==> config.mk <==
export PLATFORM = sky130hd
export DESIGN_NAME = instr_fetch_32
export DESIGN_NICKNAME = d
export VERILOG_FILES = /design/src/rtl/mips_pkg.sv /design/src/rtl/instr_mem_32.sv /design/src/rtl/instr_fetch_32.sv
export SDC_FILE = /design/constraint.sdc
export NUM_CORES = 2
export LEC_CHECK = 0
export ABC_AREA = 1
export CORE_MARGIN = 5
export CORE_UTILIZATION = 40
export CTS_BUF_LIST = sky130_fd_sc_hd__clkbuf_4 sky130_fd_sc_hd__clkbuf_8 sky130_fd_sc_hd__clkbuf_16
export DETAILED_ROUTE_END_ITERATION = 16
export REMOVE_ABC_BUFFERS = 1
export SLEW_MARGIN = 20
export SYNTH_ARGS = -nofsm -noshare
export SYNTH_HDL_FRONTEND = slang
export SYNTH_SLANG_ARGS = --single-unit
export TNS_END_PERCENT = 20
==> constraint.sdc <==
create_clock -name clock -period 4.05 [get_ports clock]
set_input_delay 0.405 -clock clock [delete_from_list [all_inputs] [get_ports clock]]
set_output_delay 0.405 -clock clock [all_outputs]
set_load 0.005 [all_outputs]
==> src/rtl/mips_pkg.sv <==
// Constants and types shared by the MIPS fetch path and the CPU core.
// Instruction field encodings plus the fetch-unit state type.
package mips_pkg;

    localparam int unsigned INSTR_W       = 32;
    localparam logic [5:0]  OPCODE_RTYPE  = 6'h00;
    localparam logic [5:0]  FUNCT_SYSCALL = 6'h0C;
    localparam logic [5:0]  OPCODE_J      = 6'h02;

    typedef enum logic [1:0] {
        IDLE,
        RUN,
        HALT,
        ERR
    } fetch_state_e;

    function automatic logic is_syscall(input logic [INSTR_W-1:0] instr);
        return (instr[31:26] == OPCODE_RTYPE) && (instr[5:0] == FUNCT_SYSCALL);
    endfunction

endpackage

==> src/rtl/instr_mem_32.sv <==
// Instruction storage: synchronous write port, address-indexed read port.
// Contents are deliberately not reset so a loaded program survives reset.
module instr_mem_32
    import mips_pkg::*;
#(
    parameter int unsigned MEM_WORDS = 64
) (
    input  logic                         clk_i,
    input  logic                         we_i,
    input  logic [$clog2(MEM_WORDS)-1:0] waddr_i,
    input  logic [INSTR_W-1:0]           wdata_i,
    input  logic [$clog2(MEM_WORDS)-1:0] raddr_i,
    output logic [INSTR_W-1:0]           rdata_o
);

    logic [INSTR_W-1:0] mem_q [MEM_WORDS];

    always_ff @(posedge clk_i) begin
        if (we_i) begin
            mem_q[waddr_i] <= wdata_i;
        end
    end

    assign rdata_o = mem_q[raddr_i];

endmodule

==> src/rtl/instr_fetch_32.sv <==
// Instruction fetch unit: PC, next-PC selection, loadable program memory and
// the IDLE/RUN/HALT/ERR control that feeds mips_cpu one instruction per cycle.
module instr_fetch_32
    import mips_pkg::*;
#(
    parameter int unsigned MEM_WORDS = 64,
    parameter logic [31:0] RESET_PC  = 32'h0000_0000
) (
    input  logic                clock,
    input  logic                reset,
    input  logic                load_enable,
    input  logic [31:0]         load_addr,
    input  logic [INSTR_W-1:0]  load_data,
    input  logic                start,
    input  logic                stall,
    input  logic                jump,
    input  logic [25:0]         jump_target,
    input  logic                branch_taken,
    input  logic [15:0]         branch_offset,
    output logic [INSTR_W-1:0]  instruction,
    output logic [31:0]         pc,
    output logic [31:0]         pc_plus4,
    output logic                instr_valid,
    output logic                halted,
    output logic                err_invalid_address
);

    localparam int unsigned AW    = $clog2(MEM_WORDS);
    localparam logic [29:0] DEPTH = 30'(MEM_WORDS);

    fetch_state_e       state_q;
    logic [31:0]        pc_q;
    logic [31:0]        pc_d;
    logic [INSTR_W-1:0] instr_q;
    logic               valid_q;
    logic               halted_q;
    logic               err_q;

    logic [31:0]        pc_plus4_w;
    logic [31:0]        branch_disp;
    logic               addr_bad;
    logic               mem_we;
    logic [INSTR_W-1:0] mem_rdata;
    logic               unused_load_lsbs;

    assign pc_plus4_w       = pc_q + 32'd4;
    assign branch_disp      = {{14{branch_offset[15]}}, branch_offset, 2'b00};
    assign unused_load_lsbs = ^load_addr[1:0];

    // Outside RUN the only fetch that can happen is the start fetch at RESET_PC.
    always_comb begin
        pc_d = RESET_PC;
        if (state_q == RUN) begin
            if (jump) begin
                pc_d = {pc_plus4_w[31:28], jump_target, 2'b00};
            end else if (branch_taken) begin
                pc_d = pc_plus4_w + branch_disp;
            end else begin
                pc_d = pc_plus4_w;
            end
        end
        addr_bad = (pc_d[31:2] >= DEPTH) || (pc_d[1:0] != 2'b00);
        mem_we   = (state_q == IDLE) && load_enable && (load_addr[31:2] < DEPTH);
    end

    instr_mem_32 #(
        .MEM_WORDS (MEM_WORDS)
    ) u_mem (
        .clk_i   (clock),
        .we_i    (mem_we),
        .waddr_i (load_addr[AW+1:2]),
        .wdata_i (load_data),
        .raddr_i (pc_d[AW+1:2]),
        .rdata_o (mem_rdata)
    );

    always_ff @(posedge clock or posedge reset) begin
        if (reset) begin
            state_q  <= IDLE;
            pc_q     <= RESET_PC;
            instr_q  <= '0;
            valid_q  <= 1'b0;
            halted_q <= 1'b0;
            err_q    <= 1'b0;
        end else begin
            unique case (state_q)
                RUN: begin
                    if (!stall) begin
                        if (is_syscall(instr_q)) begin
                            state_q  <= HALT;
                            halted_q <= 1'b1;
                            valid_q  <= 1'b0;
                        end else begin
                            state_q <= addr_bad ? ERR : RUN;
                            pc_q    <= pc_d;
                            instr_q <= addr_bad ? '0 : mem_rdata;
                            valid_q <= !addr_bad;
                            err_q   <= addr_bad;
                        end
                    end
                end
                default: begin
                    // IDLE, HALT and ERR all restart identically on start.
                    if (start) begin
                        state_q  <= addr_bad ? ERR : RUN;
                        pc_q     <= pc_d;
                        instr_q  <= addr_bad ? '0 : mem_rdata;
                        valid_q  <= !addr_bad;
                        err_q    <= addr_bad;
                        halted_q <= 1'b0;
                    end
                end
            endcase
        end
    end

    assign instruction         = instr_q;
    assign pc                  = pc_q;
    assign pc_plus4            = pc_plus4_w;
    assign instr_valid         = valid_q;
    assign halted              = halted_q;
    assign err_invalid_address = err_q;

endmodule

# Yosys cells after proc, flatten, opt, wreduce, memory -nomap -nowiden
# Memories as Yosys holds them, arrays and structs flattened.
# Index checks and enable logic that the tools add are counted.
# classes
add_sub_neg	2
n_eq_ne	5
magnitude_cmp	2
n_mux	31
n_reduce_logical	12
# op_table
cell	n
$mux 32	12
$add 32x3->32 const B	1
$add 32x32->32	1
$ge 30x7->1 const B	1
$lt 30x7->1 const B	1
$mux 1	14
$mux 2	5
$eq 6x4->1 const B	1
$logic_not 6->1	1
$reduce_and 3->1	2
$ne 2x2->1 const B	2
$reduce_bool 2->1	2
$logic_and 1x1->1	3
$eq 2x1->1 const B	1
$logic_not 2->1	1
$ne 2x1->1 const B	1
$reduce_and 2->1	1
$logic_not 1->1	1
$logic_or 1x1->1	1
# totals
reg_bits	69
elab_cells	59
in_bits	113
memories	1
mem_bits_rw	2048
# mem_list
name	depth	word_bits	rd	rd_clocked_by_memory_dff	wr	line	text
u_mem.mem_q	64	32	1	0	1	instr_mem_32.sv:16	logic [INSTR_W-1:0] mem_q [MEM_WORDS];

# Longest topological paths before layout
# logic_depth
word_depth	11
depth_mapped	29

# By module
# Synthesis repeated with hierarchy kept, for this count alone.
# unflattened
cells_unflattened	7853
area_unflattened_um2	88761.4
# modules_own_cells
module	cells_each	area_per_inst_um2	n_inst
instr_mem_32	6737	82097.5	1
instr_fetch_32	1116	6663.9	1

# Worst setup path after synthesis
# Ideal clock, no wire load.
# synth_path
path_type	input to register
start	input load_addr[15]
end	memory u_mem.mem_q[0][0] (enable)
required_time_ns	3.629
setup_time_ns	0.421
n_path_buf	0
arrival_ns	3.104
setup_slack_ns	0.525
stages	5
path_cell_list	or4_1 nor4b_1 nor2b_1 nand3_1 nor2_1
# synth_between
elab_chain_cells	4
# synth_rtl
element	line	text
start, declared	instr_fetch_32.sv:12	input logic [31:0] load_addr,
$lt 30x7->1	instr_fetch_32.sv:63	mem_we = (state_q == IDLE) && load_enable && (load_addr[31:2] < DEPTH);
$logic_and 1x1->1	instr_fetch_32.sv:63	
$mux 1	instr_mem_32.sv:19	if (we_i) begin
$mux 1 (not written as such)	instr_mem_32.sv:20	mem_q[waddr_i] <= wdata_i;
end, declared	instr_mem_32.sv:16	
# Every way passes these cells.

# Worst setup path after layout
# layout_path
start	register pc_q[2] (netlist: pc[2])
end	register instr_q[25] (netlist: instruction[25])
# layout_between
elab_chain_cells	11
# layout_rtl
element	line	text
start, declared	instr_fetch_32.sv:32	logic [31:0] pc_q;
start signal, assigned	instr_fetch_32.sv:95	pc_q <= pc_d;
start signal, assigned	instr_fetch_32.sv:106	pc_q <= pc_d;
$add 32x3->32 (*)	instr_fetch_32.sv:46	assign pc_plus4_w = pc_q + 32'd4;
$add 32x32->32	instr_fetch_32.sv:57	pc_d = pc_plus4_w + branch_disp;
$mux 32	instr_fetch_32.sv:56	end else if (branch_taken) begin
$mux 32 (*)	instr_fetch_32.sv:54	if (jump) begin
$mux 32 (*)	instr_fetch_32.sv:53	if (state_q == RUN) begin
$ge 30x7->1	instr_fetch_32.sv:62	addr_bad = (pc_d[31:2] >= DEPTH) || (pc_d[1:0] != 2'b00);
$logic_or 1x1->1	instr_fetch_32.sv:62	
$mux 32 (*)	instr_fetch_32.sv:96, instr_fetch_32.sv:107	
$mux 32	instr_fetch_32.sv:89	if (is_syscall(instr_q)) begin
$mux 32	instr_fetch_32.sv:88	if (!stall) begin
$mux 32 (*)	instr_fetch_32.sv:86	unique case (state_q)
end signal, assigned	instr_fetch_32.sv:96	instr_q <= addr_bad ? '0 : mem_rdata;
end signal, assigned	instr_fetch_32.sv:107	instr_q <= addr_bad ? '0 : mem_rdata;
end, declared	instr_fetch_32.sv:34	logic [INSTR_W-1:0] instr_q;
# Mark *: on every way between the ends. The rest lies on a longest branch, timed or not. The select of a mux whose other input is x is not followed.
# A chain may end at the register's enable or synchronous reset.

==> results by stage <==
Placed design:
- Summed over all nets, the half-perimeter wirelength after detailed placement is 172.0 mm.
- Buffers placed on the I/O ports in this run total 209.
- The final estimated routing congestion in global placement is 0.8663.
- Once placement finished, the instance area stood at 98340 um2.

CTS:
- TritonCTS built the clock tree.
- The number of sinks handled by clock tree synthesis is 2117.
- The post-CTS clock slew at the launch and capture registers of the worst setup and hold paths is 0.06 ns.
- The clock tree synthesis step divided the H-tree into 4 levels.
- The clock reaches the later pin of the worst-skew pair after 0.87 ns.
- The clock root buffer is sky130_fd_sc_hd__clkbuf_16.
- The number of buffers inserted during clock tree synthesis is 210.
- The clock passes through at most 3 buffers.

Cells and area:
- In the final layout, the multi-input gates occupy 23080 um2.
- After routing the design area is 105900 um2.
- For this run, the post-layout net count is 7977.
- The filler cell count in the final layout is 19012.
- Summing all flip-flop and latch instances after layout gives 63230 um2.
- The share of post-route cells with drive strength above 1 is 16.33%.
- The post-synthesis to final-layout area growth is 20.21%.

Timing:
- The aggregate negative setup slack is 0 ns.
- The actual transition at the worst max-transition pin is 1.120 ns.
- The relative slew slack is 25.33%.
- The routed design could run at a clock period as short as 3.924 ns.
- The part of the cycle the worst path needs is 96.88%.
- The max-slew violation total from the final report came to 0.
- The hold violation total from the final report is 0.
- Setup violations remaining at the end of the flow were counted as 0.
- Static timing analysis puts the maximum clock frequency at 254.9 MHz.
- Setup repair after global routing could not meet its margin everywhere.
- Across the routed clock network, the largest skew measured is 0.05288 ns.

Synth:
- Of the total synthesized cell area, the portion taken by XOR and XNOR cells is 0.1193%.
- The synthesized design contains 2048 enable-type register cells.
- A synthesized cell averages 11.96 um2.
- In the post-synthesis netlist, the cell with the most instances is sky130_fd_sc_hd__edfxtp_1.
- The fraction of registers with async set or reset after synthesis is 3.259%.
- After synthesis, the largest family of logic cells by area is simple AND/OR/NAND/NOR gates.
- In the synthesized netlist, the cells that appear most often are 2048 x sky130_fd_sc_hd__edfxtp_1, 1832 x sky130_fd_sc_hd__nand2_1, 1516 x sky130_fd_sc_hd__nand3_1.
- The most used flip-flop cell after synthesis is sky130_fd_sc_hd__edfxtp_1.
- The area fraction of the dominant cell type after synthesis is 69.81%.
- Ranked by total cell area, the synthesized netlist is headed by sky130_fd_sc_hd__edfxtp_1 70%, sky130_fd_sc_hd__nand3_1 8.6%, sky130_fd_sc_hd__nand2_1 7.8%, sky130_fd_sc_hd__dfrtp_1 2.0%, sky130_fd_sc_hd__o211ai_1 2.0%.
- Yosys mapped the design onto 46 distinct sky130hd cell types.
- Of all cell types, the one taking the most synthesized area is sky130_fd_sc_hd__edfxtp_1.
- The post-synth design cell area is 88090 um2.
- The synthesized netlist devotes 20.11% of its cell area to simple gates.
- Sequential elements use 71.77% of the synthesized area.
- The post-synthesis register bit count is 2117.
- Synthesis produced a netlist whose cell count is 7366.
- In the synthesized netlist, mux cells make up 0% of the area.
- After Yosys synthesis, full adders, half adders and majority gates account for 0.4914% of the synthesized area.
- The area fraction in compound gates after synthesis is 4.302%.
- The Yosys step of the flow raised 0 warnings.

Critical path:
- The launch point of the worst path is pc[2].
- The worst reg2reg path endpoint is instruction[25].
- Among cell families on the critical path, the largest total delay comes from simple AND/OR/NAND/NOR gates.
- The worst setup slack for register-to-register paths is 0.13 ns.
- The required time at the worst-slack endpoint is 4.82 ns.
- STA classifies the critical path endpoint as a register.
- The largest fanout of any net on the critical path is 12.
- The startpoint of the worst register-to-register path is pc[2].
- STA classifies the critical path startpoint as a register.
- The largest single stage delay on the critical path is 0.43 ns.
- The worst path buffer plus inverter count is 2.
- The worst setup path is of the register to register kind.
- The cell with the biggest individual delay on the critical path is sky130_fd_sc_hd__ha_1.
- For the worst flop-to-flop path, the logic depth is 22.
- The cell occurring most often along the worst timing path is sky130_fd_sc_hd__nand2_1.
- The signal on the critical path passes through ha_2, nand3_1, nor2_4, inv_1, nand2_1, nand2_1, ha_1, nand2_1, nor2_1, nand3_1, nand3_4, nand2_1, nand3_1, nand3_1, nand2_1, nor2_2, nand4_1, nand2_1, nor2_4, nand2_4, buf_12, o21ai_1.
- The data arrival time of the critical path is 4.69 ns.

Pwr:
- The power density of the placed cells is 524.3 nW/um2.
- The analysis attributes to cell leakage a power of 36.67 nW.
- The maximum vdd drop is 0.3790 mV.

Drt:
- For this block, the via count after detailed routing is 61216.
- After detailed routing, the average wire length per cell comes to 25.82 um.
- The highest layer used for signal routing is met5.
- The detailed-routing iteration count for the pre-antenna-repair pass is 8.
- Dividing the detail-routed via count by the number of cells gives 5.622.
- Detailed routing placed a total of 22.55 mm of wire on met3.
- The routed length on met1 is 115.5 mm.
- The iteration-0 DRC count of the detailed router is 7000.
- The detailed route wirelength on metal2 is 132.8 mm.
- The count of antenna-violating nets left after detailed routing is 0.
- After detailed routing, the number of remaining DRC violations is 0.
- The aggregate routed wire length is 281.2 mm.

Min path:
- The tightest min-delay check is of the input port to register type.
- The capture endpoint of the worst hold path is u_mem.mem_q[8][25].
- Along the worst hold path, the cell count comes to 1.
- The start point of the worst hold path is load_data[25].

Status:
- The run finished with clean final reports.

Floorplanning:
- The overall die area is 229700 um2.
- The die is 479.3 um wide.
- In this run the vertical extent of the chip is 479.3 um.
- The placeable core area is 219500 um2.
- The effective utilization at floorplan is 40.13%.
- Pin placement for this block handled 212 I/O pins.
- The number of rows created at floorplan is 172.

Global routing:
- The global-route wire length before repair is 403.8 mm.
- The number of antenna violations at the first check in global routing is 8.
- Global routing used 23.73% of the available tracks.
- The final global-route overflow total is 0.
- The maximum number of pins on one net before global-route repair is 116.
- The number of global-route vias before repair is 57844.

Flow run:
- Max-cap violations in this run came to 0.
[state kept, by name, indices dropped and copies added, names as in the netlist]
| name | cells |
|---|---|
| u_mem.mem_q | 2048 |
| instruction | 32 |
| pc | 32 |
| state_q | 2 |
| err_invalid_address | 1 |
| halted | 1 |
| instr_valid | 1 |
[worst max-delay path by stage]
stage          slack, ns  depth (start not counted)             endpoint
3_5_place_dp       -0.03                         24  err_invalid_address
5_1_grt            -0.05                         25      instruction[25]
3_3_place_gp       -0.07                         25  err_invalid_address
2_1_floorplan     -16.71                         14      instruction[12]
4_1_cts            0.004                         23      instruction[25]
6_report            0.13                         22      instruction[25]
[metrics by stage]
stage / hold slack, ns / utilization [%] / cells / setup slack, ns / total power, mW
after global placement: 0.5092 / 44.80 / 10468 / -0.07413 / 36.09
after floorplan: 0.4725 / - / 6907 / -16.71 / 31.19
final: 0.05282 / 48.24 / 10889 / 0.1262 / 55.52
after detailed placement: 0.4959 / 44.80 / 10468 / -0.03122 / 36.20
after CTS: 0.002129 / 47.96 / 10874 / 0.003615 / 55.35
after global routing: 0.04237 / 48.24 / 10888 / -0.04547 / 57.60
[placed cells by master, fill, tap and decap left out, types with 7 or more instances in the layout]
cell type                         instances
sky130_fd_sc_hd__o211ai_1               229
sky130_fd_sc_hd__nand3_1               1507
sky130_fd_sc_hd__nor2_1                 180
sky130_fd_sc_hd__nand2_1               1812
sky130_fd_sc_hd__clkdlybuf4s50_1        177
sky130_fd_sc_hd__inv_6                   11
sky130_fd_sc_hd__nor2_4                  80
sky130_fd_sc_hd__o21ai_0                149
sky130_fd_sc_hd__nand2_2                 24
sky130_fd_sc_hd__a21oi_2                 12
sky130_fd_sc_hd__buf_12                 213
sky130_fd_sc_hd__xor2_1                   8
sky130_fd_sc_hd__inv_2                   17
sky130_fd_sc_hd__a21oi_1                 40
sky130_fd_sc_hd__o21ai_2                  7
sky130_fd_sc_hd__a31oi_1                 42
sky130_fd_sc_hd__buf_4                  280
sky130_fd_sc_hd__clkbuf_16              212
sky130_fd_sc_hd__nor2_2                  23
sky130_fd_sc_hd__o21ai_1                 68
sky130_fd_sc_hd__buf_2                   29
sky130_fd_sc_hd__dlygate4sd3_1            9
sky130_fd_sc_hd__o21bai_1                10
sky130_fd_sc_hd__or2_2                  225
sky130_fd_sc_hd__ha_4                    11
sky130_fd_sc_hd__clkinv_2                31
sky130_fd_sc_hd__inv_1                  159
sky130_fd_sc_hd__bufinv_16               15
sky130_fd_sc_hd__edfxtp_1              2048
sky130_fd_sc_hd__clkbuf_4                50
sky130_fd_sc_hd__o221ai_1                29
sky130_fd_sc_hd__or2_1                    7
sky130_fd_sc_hd__clkinv_1                63
sky130_fd_sc_hd__nand3_2                  9
sky130_fd_sc_hd__dfrtp_1                 63
sky130_fd_sc_hd__ha_1                    18
sky130_fd_sc_hd__nand4_1                 58
[timing repair]
item | in CTS | in global routing
gates cloned | 0 | 2
buffers inserted | 0 | 10
hold buffers | 9 | 0
endpoints found under the hold margin | 174 | 0
setup endpoints to repair | 19 | 35
gates resized for setup | 2 | 126
pin swaps | 0 | 13
[metal layers]
metal,up-vias,GRT usage (%)
met4,4,8.675
met1,30362,32.79
met5,-,0
met2,2878,38.33
met3,487,3.576
li1,27485,-
[area by class of cell]
type / count / share of cell area (%)
flip-flops and latches: 2117 / 59.71
clock inverters: 136 / 1.124
diodes: 3 / 0.007089
clock buffers: 261 / 5.340
well taps: 2871 / 3.392
repair buffers: 711 / 7.952
multi-input cells: 4607 / 21.79
inverters: 183 / 0.6794
[cells by family (layout without fill, tap and decap cells)]
kind of cell,after synthesis,in the layout
fa+ha+maj,34,34
xor+xnor,12,12
flops,2117,2117
other cells,0,3
buf+inv,642,1291
simple gates,3965,3965
compound gates,596,596
[power by group]
group          switching (mW)  internal [mW]
clock                    8.42           10.9
sequential              0.458           24.2
combinational            7.53           3.99
Power figures use the tool's default switching activity.
